`src/rtl/alu_issue_seq.sv`:
```
// Issue sequencer for the 2-bit-control datapath ALU: accepts one R-type op per
// handshake, drives registered operands/control, captures the result a cycle later.
module alu_issue_seq #(
    parameter int DW = 32
) (
    input  logic          clk,
    input  logic          rst,
    input  logic          in_valid,
    output logic          in_ready,
    input  logic [5:0]    in_funct,
    input  logic [DW-1:0] in_a,
    input  logic [DW-1:0] in_b,
    output logic [DW-1:0] alu_a,
    output logic [DW-1:0] alu_b,
    output logic [1:0]    alu_ctrl,
    input  logic [DW-1:0] alu_result,
    input  logic          alu_zflag,
    output logic          out_valid,
    input  logic          out_ready,
    output logic [DW-1:0] out_result,
    output logic          out_eq,
    output logic          out_zero,
    output logic          out_err
);

    typedef enum logic [1:0] {
        IDLE = 2'd0,
        EXEC = 2'd1,
        HOLD = 2'd2
    } state_e;

    typedef enum logic [1:0] {
        CTRL_AND = 2'b00,
        CTRL_XOR = 2'b01,
        CTRL_ADD = 2'b10,
        CTRL_SUB = 2'b11
    } ctrl_e;

    state_e        state_q;
    logic          in_ready_q;
    logic          out_valid_q;
    logic [DW-1:0] alu_a_q;
    logic [DW-1:0] alu_b_q;
    ctrl_e         alu_ctrl_q;
    logic [DW-1:0] out_result_q;
    logic          out_eq_q;
    logic          out_zero_q;
    logic          out_err_q;

    logic          legal_d;
    ctrl_e         ctrl_d;

    // NOTE: every output of always_comb gets a default first so no path leaves
    // it unassigned, which would otherwise infer a latch.
    always_comb begin
        legal_d = 1'b1;
        ctrl_d  = CTRL_AND;
        case (in_funct)
            6'h24:        ctrl_d = CTRL_AND;
            6'h26:        ctrl_d = CTRL_XOR;
            6'h20, 6'h21: ctrl_d = CTRL_ADD;
            6'h22, 6'h23: ctrl_d = CTRL_SUB;
            default:      legal_d = 1'b0;
        endcase
    end

    // NOTE: sequential state uses non-blocking assignments only, so every
    // register samples pre-edge values regardless of statement order.
    always_ff @(posedge clk) begin
        if (rst) begin
            state_q      <= IDLE;
            in_ready_q   <= 1'b1;
            out_valid_q  <= 1'b0;
            alu_a_q      <= '0;
            alu_b_q      <= '0;
            alu_ctrl_q   <= CTRL_AND;
            out_result_q <= '0;
            out_eq_q     <= 1'b0;
            out_zero_q   <= 1'b0;
            out_err_q    <= 1'b0;
        end else begin
            case (state_q)
                IDLE: begin
                    if (in_valid) begin
                        in_ready_q <= 1'b0;
                        if (legal_d) begin
                            alu_a_q    <= in_a;
                            alu_b_q    <= in_b;
                            alu_ctrl_q <= ctrl_d;
                            state_q    <= EXEC;
                        end else begin
                            // Illegal op skips the ALU and answers immediately.
                            out_result_q <= '0;
                            out_eq_q     <= 1'b0;
                            out_zero_q   <= 1'b1;
                            out_err_q    <= 1'b1;
                            out_valid_q  <= 1'b1;
                            state_q      <= HOLD;
                        end
                    end
                end
                EXEC: begin
                    out_result_q <= alu_result;
                    out_eq_q     <= alu_zflag;
                    out_zero_q   <= (alu_result == '0);
                    out_err_q    <= 1'b0;
                    out_valid_q  <= 1'b1;
                    state_q      <= HOLD;
                end
                HOLD: begin
                    // in_ready rises only after the handshake edge: no back-to-back accept.
                    if (out_ready) begin
                        out_valid_q <= 1'b0;
                        in_ready_q  <= 1'b1;
                        state_q     <= IDLE;
                    end
                end
                default: begin
                    state_q     <= IDLE;
                    in_ready_q  <= 1'b1;
                    out_valid_q <= 1'b0;
                end
            endcase
        end
    end

    assign in_ready   = in_ready_q;
    assign out_valid  = out_valid_q;
    assign alu_a      = alu_a_q;
    assign alu_b      = alu_b_q;
    assign alu_ctrl   = alu_ctrl_q;
    assign out_result = out_result_q;
    assign out_eq     = out_eq_q;
    assign out_zero   = out_zero_q;
    assign out_err    = out_err_q;

endmodule

```
`config.mk`:
```
export PLATFORM = sky130hd
export DESIGN_NAME = alu_issue_seq
export DESIGN_NICKNAME = d
export VERILOG_FILES = /design/src/rtl/alu_issue_seq.sv
export SDC_FILE = /design/constraint.sdc
export NUM_CORES = 1
export LEC_CHECK = 0
export ABC_AREA = 1
export CAP_MARGIN = 40
export CORE_MARGIN = 1.5
export CORE_UTILIZATION = 40
export DETAILED_ROUTE_END_ITERATION = 7
export GPL_TIMING_DRIVEN = 0
export PLACE_DENSITY = 0.8
export SLEW_MARGIN = 0
export SYNTH_ARGS = -nofsm -noshare
export SYNTH_HDL_FRONTEND = slang
export SYNTH_SLANG_ARGS = --single-unit
```
`constraint.sdc`:
```
create_clock -name clk -period 1.61 [get_ports clk]
set_input_delay 0.322 -clock clk [delete_from_list [all_inputs] [get_ports clk]]
set_output_delay 0.322 -clock clk [all_outputs]
set_load 0.05 [all_outputs]
```
==> tab_implementation.tex <==
\begin{tabular}{lr}
\hline
Metric & Value \\
\hline
\multicolumn{2}{l}{\textbf{Status}} \\
\quad Run status & finished clean \\
\multicolumn{2}{l}{\textbf{CTS}} \\
\quad CTS Buf Count & 9 \\
\quad Clk\_lat worst skew & 370 ps \\
\quad Total clock sinks & 105 \\
\quad Total number of H-tree levels & 3 \\
\quad TritonCTS clock tree & yes \\
\quad Root buf cell & sky130\_fd\_sc\_hd\_\_clkbuf\_8 \\
\quad Deepest clock path buffer count & 2 \\
\quad Hold-fix buffers at CTS & 0 \\
\quad Clock transition time at the flip-flop clock pins of the worst setup and hold paths & 100 ps \\
\multicolumn{2}{l}{\textbf{Yosys}} \\
\quad Area share of the largest cell type after synthesis & 49.9\% \\
\quad Register area share after synthesis & 49.9\% \\
\quad Number of synthesized register bits & 105 \\
\quad Count of flip-flops with a built-in enable after synthesis & 0 \\
\quad Net Count, Synth & 742 \\
\quad Mean cell area of the mapped netlist & 6.64 sq um \\
\quad Top cell type by total area after synthesis & sky130\_fd\_sc\_hd\_\_dfxtp\_1 \\
\quad Most frequent cells after synthesis & 216 x sky130\_fd\_sc\_hd\_\_nand2\_1, 157 x sky130\_fd\_sc\_hd\_\_nor2\_1, 105 x sky130\_fd\_sc\_hd\_\_dfxtp\_1 \\
\quad Leading cell types by total area after synthesis & sky130\_fd\_sc\_hd\_\_dfxtp\_1 50\%, sky130\_fd\_sc\_hd\_\_nand2\_1 19\%, sky130\_fd\_sc\_hd\_\_nor2\_1 14\% \\
\quad Number of unique standard cell types used by synthesis & 16 \\
\quad Main synth FF type & sky130\_fd\_sc\_hd\_\_dfxtp\_1 \\
\quad Total standard cell area after synthesis & 4220 sq um \\
\quad Async SR Flop Fraction & 0\% \\
\quad Cells after Synth & 635 \\
\quad Warnings, synthesis & 0 \\
\quad Leading cell type by number of instances after synthesis & sky130\_fd\_sc\_hd\_\_nand2\_1 \\
\multicolumn{2}{l}{\textbf{STA}} \\
\quad Achievable frequency & 0.635 GHz \\
\quad Final number of setup-violating endpoints & 0 \\
\quad Remaining max-slew budget at the tightest pin & 63.8\% \\
\quad Final number of max-transition violations & 0 \\
\quad Final Hold Slack & 251 ps \\
\quad Endpoints failing hold & 0 \\
\quad Pin slew with the least headroom to its limit & 545 ps \\
\quad Tmin final & 1580 ps \\
\quad Final critical-path setup slack & 34.3 ps \\
\quad Period utilisation layout & 97.9\% \\
\quad Final setup skew & 9.46 ps \\
\multicolumn{2}{l}{\textbf{Detailed routing}} \\
\quad DR iter-0 viols & 182 \\
\quad Antenna-violating nets left & 0 \\
\quad 1st-pass router iterations & 4 \\
\quad WL met1 & 5.03 mm \\
\quad Routed wl met3 & 995 microns \\
\quad Uppermost layer routed & met4 \\
\quad Total Wirelength & 12.3 mm \\
\quad Average wire per standard cell & 12.3 microns \\
\quad Post-detailed-route via-to-cell ratio & 4.51 \\
\quad Met2 Wirelength & 6.10 mm \\
\quad DR DRC count & 0 \\
\quad Vias after detailed routing & 4,494 \\
\multicolumn{2}{l}{\textbf{Run}} \\
\quad Max Cap Viol & 0 \\
\multicolumn{2}{l}{\textbf{Final layout}} \\
\quad Fraction of layout cells with a size suffix above 1 & 5.81\% \\
\quad Non-filler instance count after layout & 997 \\
\quad Fillers & 938 \\
\quad Combined area of the multi-input logic cells & 1670 sq um \\
\quad Antenna Diode Count & 0 \\
\quad Post-synthesis to final-layout area growth & 57.7\% \\
\quad Combined flip-flop and latch cell area & 2100 sq um \\
\quad Final Net Count & 964 \\
\quad Post-route standard cell area excluding fillers & 6650 sq um \\
\multicolumn{2}{l}{\textbf{Pwr}} \\
\quad Sequential share of power & 53.3\% \\
\quad Overall power & 5.05 mW \\
\quad Maximum vdd ir drop & 413 uV \\
\quad Power Internal & 3.65 mW \\
\quad Power per cell area & 759 nW/um\^{}2 \\
\quad Leak Pwr & 3.14 nW \\
\quad Combinational power share & 17.7\% \\
\quad Clock group share of total power & 28.9\% \\
\quad Switching power of the nets & 1.40 mW \\
\quad Net switching fraction of the power & 27.7\% \\
\multicolumn{2}{l}{\textbf{Min path}} \\
\quad Worst min path class & input port to register \\
\multicolumn{2}{l}{\textbf{Setup path}} \\
\quad Setup Crit Path Kind & register to output pin \\
\quad Kind of cell adding the most delay to the critical path & buffers and inverters \\
\quad Worst stage delay on the critical path & 540 ps \\
\quad Max FO, Critical Path & 2 \\
\quad CP endpoint kind & output pin \\
\quad Ordered list of cells on the worst path & dlygate4sd2\_1 \\
\quad Number of buffers and inverters on the critical path & 1 \\
\quad Data required, critical path & 1290 ps \\
\quad Critical-path top delay cell & sky130\_fd\_sc\_hd\_\_dlygate4sd2\_1 \\
\quad Nature of the critical path startpoint & register \\
\quad Data arrival time of the critical path & 1250 ps \\
\multicolumn{2}{l}{\textbf{Global route}} \\
\quad First-pass GRT wire length & 19.6 mm \\
\quad Total track usage & 21.8\% \\
\quad Number of antenna violations at the first check in global routing & 0 \\
\quad Maximum number of pins on one net before global-route repair & 16 \\
\quad GRT Residual Overflow & 0 \\
\quad Vias in the first global route & 4,256 \\
\multicolumn{2}{l}{\textbf{Floorplan}} \\
\quad DIE HEIGHT & 106 microns \\
\quad Area of the die & 11,200 sq um \\
\quad Core Region & 10,300 sq um \\
\quad Starting density of the core & 41.0\% \\
\quad Chip width & 106 microns \\
\quad Cell row count & 37 \\
\quad Number of primary I/O pins & 210 \\
\multicolumn{2}{l}{\textbf{Place}} \\
\quad Placed inst area & 6470 sq um \\
\quad Half-perimeter wire length after placement & 9.40 mm \\
\quad Buffers added on ports & 208 \\
\quad GP Congestion & 0.802 \\
\quad Pre-CTS WS & -348 ps \\
\quad Post-placement cell count & 979 \\
\hline
\end{tabular}
## power groups by stage
stage | logic, mW | clock network [mW] | registers, mW
floorplan | 0.252 | 0 | 2.96
global placement | 0.903 | 0 | 2.75
detailed placement | 0.915 | 0 | 2.75
CTS | 0.881 | 1.48 | 2.69
global route | 0.971 | 1.58 | 2.70
finish | 0.895 | 1.46 | 2.69
## metal layers
metal,vias to the layer above,GRT usage [%]
met5,-,0
met4,0,7.24
met3,18,5.81
met2,171,39.1
met1,1996,24.9
li1,2309,-
## worst paths after layout
path                                                   from                     endpoint  slack (ps)  cells past startpoint
worst min-delay path                                    rst   out_result[0]$_SDFFE_PP0P_         250                      2
worst min register to register  out_result[24]$_SDFFE_PP0P_  out_result[24]$_SDFFE_PP0P_         460                      2
worst max register to register      state_q[0]$_SDFFE_PP0P_  out_result[12]$_SDFFE_PP0P_         140                      5
worst max-delay path            out_result[11]$_SDFFE_PP0P_               out_result[11]          30                      1
## logic make-up after synthesis
logic type             count (synthesis)  share of synthesized area [%]
and+or+nand+nor                      382                           34.5
buffers and inverters                108                           10.9
AOI/OAI and AO/OA                     40                           4.75
DFF                                  105                           49.9
## stage by stage
step	TNS, ps	util (%)
after floorplan	0	-
after global placement	-26440	62.9
after detailed placement	-28000	62.9
after CTS	0	63.3
after global routing	-12.4	64.7
final	0	64.7
## cells in the final DEF, fill, tap and decap left out, drive strengths merged
cell             n
a21oi           38
buf             27
clkbuf          24
clkdlybuf4s15   50
clkdlybuf4s50  103
clkinv           2
clkinvlp         1
dfxtp          105
dlygate4sd2     48
dlymetal6s2s     2
inv             77
nand2          216
nand3            1
nand4            3
nor2           160
nor3             2
o21ai            2
## sequential cells by signal, summed over array words and instances, names as in the netlist
signal and cells:
alu_a 32, alu_b 32, out_result 32, alu_ctrl 2, state_q 2, in_ready 1, out_eq 1, out_err 1
out_valid 1, out_zero 1
## final cells by class
cell class	instances	share of cell area, %
Clock inverter	3	0.263
Tap cell	136	2.56
Multi-Input combinational cell	422	25.1
Clock buffer	12	2.18
Buffer	31	2.94
Inverter	77	4.35
Timing Repair Buffer	211	31.0
Sequential cell	105	31.6
## timing repair
item | CTS | global route
endpoints found under the setup margin | 103 | 140
cloned | 0 | 2
pin swaps | 0 | 3
resized for setup | 108 | 72
buffers inserted | 0 | 1
No activity file was read; power rests on OpenSTA's default activity.
